<file path="config.mk">
export PLATFORM = sky130hd
export DESIGN_NAME = fpu_seq
export DESIGN_NICKNAME = d
export VERILOG_FILES = /design/src/rtl/fpu_seq.sv
export SDC_FILE = /design/constraint.sdc
export NUM_CORES = 2
export LEC_CHECK = 0
export ABC_AREA = 1
export CAP_MARGIN = 20
export CORE_UTILIZATION = 40
export DETAILED_ROUTE_END_ITERATION = 8
export HOLD_SLACK_MARGIN = 0.02
export SYNTH_ARGS = -nofsm -noshare
export SYNTH_HDL_FRONTEND = slang
export SYNTH_SLANG_ARGS = --single-unit
</file>
<file path="constraint.sdc">
create_clock -name clk -period 12.9 [get_ports clk]
set_input_delay 2.58 -clock clk [delete_from_list [all_inputs] [get_ports clk]]
set_output_delay 2.58 -clock clk [all_outputs]
set_load 0.03 [all_outputs]
</file>
<file path="src/rtl/fpu_seq.sv">
// fpu_seq: sequential add/sub/mul/div on parametrised IEEE-754-style operands.
// Latency: 2 edges from accept to out_valid for add/sub/mul/specials, 2+DIV_ITER for div.
// Backpressure: one op in flight; in_ready only in IDLE, result held in DONE until out_ready.
module fpu_seq #(
  parameter int EXP_W    = 8,
  parameter int MAN_W    = 23,
  parameter int DIV_ITER = MAN_W + 2
) (
  input  logic                   clk,
  input  logic                   rst_n,
  input  logic                   in_valid,
  output logic                   in_ready,
  input  logic [EXP_W+MAN_W:0]   opd1,
  input  logic [EXP_W+MAN_W:0]   opd2,
  input  logic [1:0]             op,
  output logic                   out_valid,
  input  logic                   out_ready,
  output logic [EXP_W+MAN_W:0]   res,
  output logic                   exp_overflow,
  output logic                   exp_underflow,
  output logic                   nan,
  output logic                   zero
);

  localparam int W    = 1 + EXP_W + MAN_W;
  localparam int BIAS = (1 << (EXP_W - 1)) - 1;
  localparam int EMAX = (1 << EXP_W) - 1;
  localparam int CW   = $clog2(DIV_ITER) + 1;
  localparam logic [CW-1:0] CNT_LAST = CW'(DIV_ITER - 1);
  localparam logic [1:0] OP_SUB = 2'd1, OP_MUL = 2'd2, OP_DIV = 2'd3;
  localparam logic [W-1:0] QNAN = {1'b0, {EXP_W{1'b1}}, 1'b1, {(MAN_W-1){1'b0}}};
  localparam logic [W-2:0] INF_MAG = {{EXP_W{1'b1}}, {MAN_W{1'b0}}};
  localparam logic [W-2:0] ZERO_MAG = '0;

  typedef enum logic [1:0] {IDLE, EXEC, DIV, DONE} state_t;

  state_t                state_q, state_d;
  logic [W-1:0]          a_q, a_d, b_q, b_d, res_q, res_d;
  logic [1:0]            op_q, op_d;
  logic [MAN_W+1:0]      rem_q, rem_d;
  logic [MAN_W:0]        dvs_q, dvs_d;
  logic [DIV_ITER-1:0]   quo_q, quo_d;
  logic [CW-1:0]         cnt_q, cnt_d;
  logic                  dsgn_q, dsgn_d;
  int                    dexp_q, dexp_d;
  logic                  ovf_q, ovf_d, unf_q, unf_d, nan_q, nan_d, zero_q, zero_d;

  // Operand fields, shared by all datapaths
  logic                  sa, sb, sbe, za, zb, ia, ib, na, nb;
  logic [EXP_W-1:0]      ea, eb;
  logic [MAN_W-1:0]      fa, fb;
  logic [MAN_W:0]        ma, mb;
  // Packed candidate results: {res, overflow, underflow, zero}
  logic [W+2:0]          exec_pk, div_pk;
  logic                  exec_nan, exec_div;
  logic [MAN_W+1:0]      rem_nx;
  logic [DIV_ITER-1:0]   quo_nx;

  // Saturate/flush a normalised value; e is the unbounded biased exponent.
  function automatic logic [W+2:0] pack(input logic s, input int e, input logic [MAN_W-1:0] m);
    logic [W+2:0] r;
    if (e >= EMAX)   r = {s, INF_MAG, 3'b100};
    else if (e <= 0) r = {s, ZERO_MAG, 3'b011};
    else             r = {s, e[EXP_W-1:0], m, 3'b000};
    return r;
  endfunction

  // Unpack, resolve specials and compute the single-cycle add/sub/mul result
  always_comb begin
    logic               swap, sh_s, sl_s, is_as;
    logic [EXP_W-1:0]   eh, el;
    logic [MAN_W:0]     mh, ml;
    logic [MAN_W+1:0]   al, sum, nrm, prod_hi;
    logic [2*MAN_W+1:0] prod;
    logic [W+2:0]       add_pk, mul_pk;
    int                 msb, ex;
    sa = a_q[W-1];  ea = a_q[W-2 -: EXP_W];  fa = a_q[MAN_W-1:0];
    sb = b_q[W-1];  eb = b_q[W-2 -: EXP_W];  fb = b_q[MAN_W-1:0];
    za = (ea == '0);             zb = (eb == '0);
    ia = (ea == '1) && (fa == '0); ib = (eb == '1) && (fb == '0);
    na = (ea == '1) && (fa != '0); nb = (eb == '1) && (fb != '0);
    ma = za ? '0 : {1'b1, fa};   mb = zb ? '0 : {1'b1, fb};
    is_as = (op_q[1] == 1'b0);
    sbe = sb ^ (op_q == OP_SUB);
    // add/sub: align the smaller magnitude under the larger, truncating shifted-out bits
    swap = {eb, fb} > {ea, fa};
    eh = swap ? eb : ea;   el = swap ? ea : eb;
    mh = swap ? mb : ma;   ml = swap ? ma : mb;
    sh_s = swap ? sbe : sa; sl_s = swap ? sa : sbe;
    al  = {1'b0, ml} >> (eh - el);
    sum = (sh_s == sl_s) ? ({1'b0, mh} + al) : ({1'b0, mh} - al);
    msb = 0;
    for (int i = 0; i <= MAN_W + 1; i++) if (sum[i]) msb = i;
    if (msb == MAN_W + 1) begin
      ex = int'(eh) + 1;           nrm = sum >> 1;
    end else begin
      ex = int'(eh) - (MAN_W - msb); nrm = sum << (MAN_W - msb);
    end
    // Exact zero sum is +0 unless both addends are -0
    if (sum == '0) add_pk = {sa & sbe, ZERO_MAG, 3'b001};
    else           add_pk = pack(sh_s, ex, MAN_W'(nrm));
    // mul: full-width significand product, keep the top MAN_W+2 bits
    prod    = {{(MAN_W+1){1'b0}}, ma} * {{(MAN_W+1){1'b0}}, mb};
    prod_hi = (MAN_W+2)'(prod >> MAN_W);
    if (prod_hi[MAN_W+1]) mul_pk = pack(sa ^ sb, int'(ea) + int'(eb) - BIAS + 1, MAN_W'(prod_hi >> 1));
    else                  mul_pk = pack(sa ^ sb, int'(ea) + int'(eb) - BIAS, MAN_W'(prod_hi));
    // Special-case priority; a finite non-special div goes to the iterative unit
    exec_pk = '0; exec_nan = 1'b0; exec_div = 1'b0;
    if (na || nb)                                                exec_nan = 1'b1;
    else if (is_as && ia && ib && (sa != sbe))                   exec_nan = 1'b1;
    else if (op_q == OP_MUL && ((za && ib) || (ia && zb)))       exec_nan = 1'b1;
    else if (op_q == OP_DIV && ((za && zb) || (ia && ib)))       exec_nan = 1'b1;
    else if (op_q == OP_DIV && zb)                               exec_pk = {sa ^ sb, INF_MAG, 3'b100};
    else if (op_q == OP_DIV && ib)                               exec_pk = {sa ^ sb, ZERO_MAG, 3'b001};
    else if (ia || ib)                                           exec_pk = {is_as ? (ia ? sa : sbe) : (sa ^ sb), INF_MAG, 3'b000};
    else if ((op_q == OP_MUL && (za || zb)) || (op_q == OP_DIV && za)) exec_pk = {sa ^ sb, ZERO_MAG, 3'b001};
    else if (is_as)                                              exec_pk = add_pk;
    else if (op_q == OP_MUL)                                     exec_pk = mul_pk;
    else                                                         exec_div = 1'b1;
    if (exec_nan) exec_pk = {QNAN, 3'b000};
  end

  // One restoring-division step plus normalise/pack of the quotient including this step's bit
  always_comb begin
    logic             ge;
    logic [MAN_W+1:0] rem_sub;
    ge      = (rem_q >= {1'b0, dvs_q});
    rem_sub = ge ? (rem_q - {1'b0, dvs_q}) : rem_q;
    rem_nx  = rem_sub << 1;
    quo_nx  = {quo_q[DIV_ITER-2:0], ge};
    if (quo_nx[DIV_ITER-1]) div_pk = pack(dsgn_q, dexp_q, MAN_W'(quo_nx >> (DIV_ITER - 1 - MAN_W)));
    else                    div_pk = pack(dsgn_q, dexp_q - 1, MAN_W'(quo_nx >> (DIV_ITER - 2 - MAN_W)));
  end

  // FSM next-state and register updates
  always_comb begin
    state_d = state_q; a_d = a_q; b_d = b_q; op_d = op_q;
    rem_d = rem_q; dvs_d = dvs_q; quo_d = quo_q; cnt_d = cnt_q;
    dsgn_d = dsgn_q; dexp_d = dexp_q;
    res_d = res_q; ovf_d = ovf_q; unf_d = unf_q; nan_d = nan_q; zero_d = zero_q;
    case (state_q)
      IDLE: if (in_valid) begin
        a_d = opd1; b_d = opd2; op_d = op; state_d = EXEC;
      end
      EXEC: if (exec_div) begin
        rem_d = {1'b0, ma}; dvs_d = mb; quo_d = '0; cnt_d = '0;
        dsgn_d = sa ^ sb; dexp_d = int'(ea) - int'(eb) + BIAS;
        state_d = DIV;
      end else begin
        {res_d, ovf_d, unf_d, zero_d} = exec_pk; nan_d = exec_nan;
        state_d = DONE;
      end
      DIV: begin
        rem_d = rem_nx; quo_d = quo_nx; cnt_d = cnt_q + 1'b1;
        if (cnt_q == CNT_LAST) begin
          {res_d, ovf_d, unf_d, zero_d} = div_pk; nan_d = 1'b0;
          state_d = DONE;
        end
      end
      DONE: if (out_ready) state_d = IDLE;
      default: state_d = IDLE;
    endcase
  end

  // State registers; reset aborts any operation in flight
  always_ff @(posedge clk or negedge rst_n) begin
    if (!rst_n) begin
      state_q <= IDLE; a_q <= '0; b_q <= '0; op_q <= '0;
      rem_q <= '0; dvs_q <= '0; quo_q <= '0; cnt_q <= '0;
      dsgn_q <= 1'b0; dexp_q <= 0;
      res_q <= '0; ovf_q <= 1'b0; unf_q <= 1'b0; nan_q <= 1'b0; zero_q <= 1'b0;
    end else begin
      state_q <= state_d; a_q <= a_d; b_q <= b_d; op_q <= op_d;
      rem_q <= rem_d; dvs_q <= dvs_d; quo_q <= quo_d; cnt_q <= cnt_d;
      dsgn_q <= dsgn_d; dexp_q <= dexp_d;
      res_q <= res_d; ovf_q <= ovf_d; unf_q <= unf_d; nan_q <= nan_d; zero_q <= zero_d;
    end
  end

  assign in_ready      = (state_q == IDLE);
  assign out_valid     = (state_q == DONE);
  assign res           = res_q;
  assign exp_overflow  = ovf_q;
  assign exp_underflow = unf_q;
  assign nan           = nan_q;
  assign zero          = zero_q;

endmodule

</file>
==> reports/results.txt <==
Core Area: 0.0917 mm²
Vias per cell: 5.54
CP bufs+invs: 9
Worst Skew: 25.0 ps
Top FF cell, synth: dfrtp_1
Largest net degree at the start of global routing: 84
Final ANT Viol Nets: 0
Fin nets: 6,059
Initial DRC Count: 3,682
Clock Latency Late Sink: 540 ps
Vias in the first global route: 34.7k
Status: finished, final reports clean
Slew Limit Fails: 0
Area Growth Syn to Fin: 10.7%
Post-synth EDFFs: 0
GRT overflow: 0
GRT Overall Usage: 0.308
Seq cells post-synth: 194
Die area: 0.0938 mm²
N_diodes: 0
Min Clock Period, post-route: 12,370 ps
CP top delay family: simple AND/OR/NAND/NOR gates
Reg clk slew, reported paths: 90 ps
Net Count, Synth: 5,960
HP Class: flop to flop
First-pass GRT wire length: 216 mm
Syn Inst Count: 5,088
Setup TNS: 0 ps
# IOs: 108
Hold Buf Count CTS: 0
Slowest Stage Delay on Critical Path: 1010 ps
Via count: 35.4k
Rel. slew slack: 0.218
Share of layout cells above drive strength 1: 0.0683
Final period utilization: 0.959
Clock buffer depth: 2
# clock sinks: 194
Path type of the worst setup path: flop to flop
Yosys Warn Count: 0
Worst-path cell with the longest stage delay: nor2_1
Share of flip-flops with an asynchronous set or reset: 1.00
Initial antenna violation count: 4
Residual DRC: 0
CP Data Arrival Time: 12,830 ps
Port bufs: 107
H-tree levels: 4
DP HPWL: 113 mm
Syn avg cell area: 7.28 µm²
# rows: 111
GPL Wtd Cong: 1.03
Die W: 306 µm
Register area share after synthesis: 0.131
Synth Cell Area: 0.0370 mm²
Dpl cell area: 0.0400 mm²
Critical path endpoint category: flop
DIE HEIGHT: 306 µm
Slew @ Worst Pin: 1170 ps
Worst-path fanout max: 12
FMAX: 80.8 MHz
DRT Pass-1 Iters: 8
WL final: 142 mm
CTS tree: built
MaxCap Viol Count: 0
Final Setup Violations: 0
Crit start category: flop
Finished Cell Area: 0.0410 mm²
Wirelength per Cell: 22.3 µm
Distinct cells, synth: 67
CTS buffer count: 17
Initial core utilization: 0.404
Fillers: 9,477
CTS root buf: clkbuf_16
CP Data Required Time: 13,370 ps
Hold Fails Final Rpt: 0
Most frequent CP cell: nand2_1
-- cells in the final DEF (no fill, tap or decap), drive strengths merged, types with 8 or more instances in the layout --
| cell type | instances |
|---|---|
| a22oi | 29 |
| nor3 | 46 |
| fa | 486 |
| a211oi | 9 |
| xnor2 | 41 |
| dfrtp | 194 |
| a22o | 23 |
| a31oi | 15 |
| nand2 | 1154 |
| a21o | 10 |
| buf | 178 |
| o21ai | 247 |
| mux2 | 10 |
| a21oi | 332 |
| xor2 | 93 |
| o22ai | 36 |
| nor4 | 18 |
| nor2 | 541 |
| nand3 | 253 |
| or2 | 8 |
| nand4 | 48 |
| o211ai | 25 |
| o21bai | 8 |
| clkdlybuf4s50 | 106 |
| clkinv | 27 |
| ha | 316 |
| inv | 883 |
| clkbuf | 19 |
-- layer usage --
| layer | track usage | share of wire |
|---|---|---|
| met1 | 0.425 | 0.42 |
| met5 | 0 | 0.000077 |
| met4 | 0.125 | 0.048 |
| met2 | 0.465 | 0.43 |
| met3 | 0.0670 | 0.10 |
-- path summary, 6_finish.rpt --
check / start / slack [ps] / to / depth (start not counted)
min in group asynchronous: rst_n / 2040 / dvs_q[12]$_DFFE_PN0P_ / 1
worst min register to register: dvs_q[23]$_DFFE_PN0P_ / 460 / dvs_q[23]$_DFFE_PN0P_ / 2
worst max register to register: b_q[24]$_DFFE_PN0P_ / 530 / res[17]$_DFFE_PN0P_ / 45
worst min-delay path: dvs_q[23]$_DFFE_PN0P_ / 460 / dvs_q[23]$_DFFE_PN0P_ / 2
worst max-delay path: b_q[24]$_DFFE_PN0P_ / 530 / res[17]$_DFFE_PN0P_ / 45
max in group asynchronous: rst_n / 9430 / b_q[30]$_DFFE_PN0P_ / 2
-- cells by family after synthesis --
group / Yosys count / share of synthesized area
AOI/OAI and AO/OA: 764 / 0.117
DFF: 194 / 0.131
and+or+nand+nor: 2080 / 0.232
adders and majority gates: 802 / 0.370
xor gates and xnor gates: 134 / 0.0321
muxes: 11 / 0.00331
buffers and inverters: 1103 / 0.115
-- worst min-delay path, stage by stage (launching register included) --
cell and delay, ps:
dfrtp_1 330, inv_1 50, nand2_1 50
-- cells in the mapped netlist (36+ instances only) --
master    count  area (µm²)
inv_1       847        3180
o22ai_1      36         225
o21ai_0     193         966
nand2_1    1134        4260
nand3_1     243        1220
nand4_1      47         294
nor2_1      533        2000
clkbuf_1    163         612
xor2_1       91         797
o21ai_1      46         230
xnor2_1      41         359
fa_1        486        9730
a21oi_1     329        1650
dfrtp_1     194        4850
nor3_1       45         225
ha_1        316        3950
-- stage by stage --
| step | cells | worst slack [ps] | util | hold WS [ps] |
|---|---|---|---|---|
| after global routing | 6386 | -73.0 | 0.447 | 486 |
| after CTS | 6373 | 117 | 0.443 | 469 |
| final | 6386 | 531 | 0.447 | 465 |
| after floorplan | 5088 | 1430 | - | 426 |
| after detailed placement | 6341 | 162 | 0.437 | 449 |
| after global placement | 6341 | 438 | 0.437 | 446 |
-- timing repair --
action                                  4_1_cts  5_1_grt
endpoints found under the setup margin        0       34
gates resized for setup                       0       56
buffers inserted                              0        9
-- flip-flops by register name (all words and copies together) (netlist names), 2 cells and up --
register / count
rem_q: 25
op_q: 2
dexp_q: 10
state_q: 2
a_q: 32
res: 32
quo_q: 24
cnt_q: 6
dvs_q: 24
b_q: 32
-- area by class of cell --
type                       instances  area [µm²]  area share
clock inverter                    14         183     0.00446
tap                             1186        1480      0.0362
clock buffer                      18         429      0.0105
timing repair buffer             285        2490      0.0608
multi-input combinational       3793       28200       0.687
sequential                       194        4860       0.119
inverter                         896        3370      0.0821
Power is not shown: default switching activity piles up to over one toggle a cycle in this logic, so the estimate is an artifact.
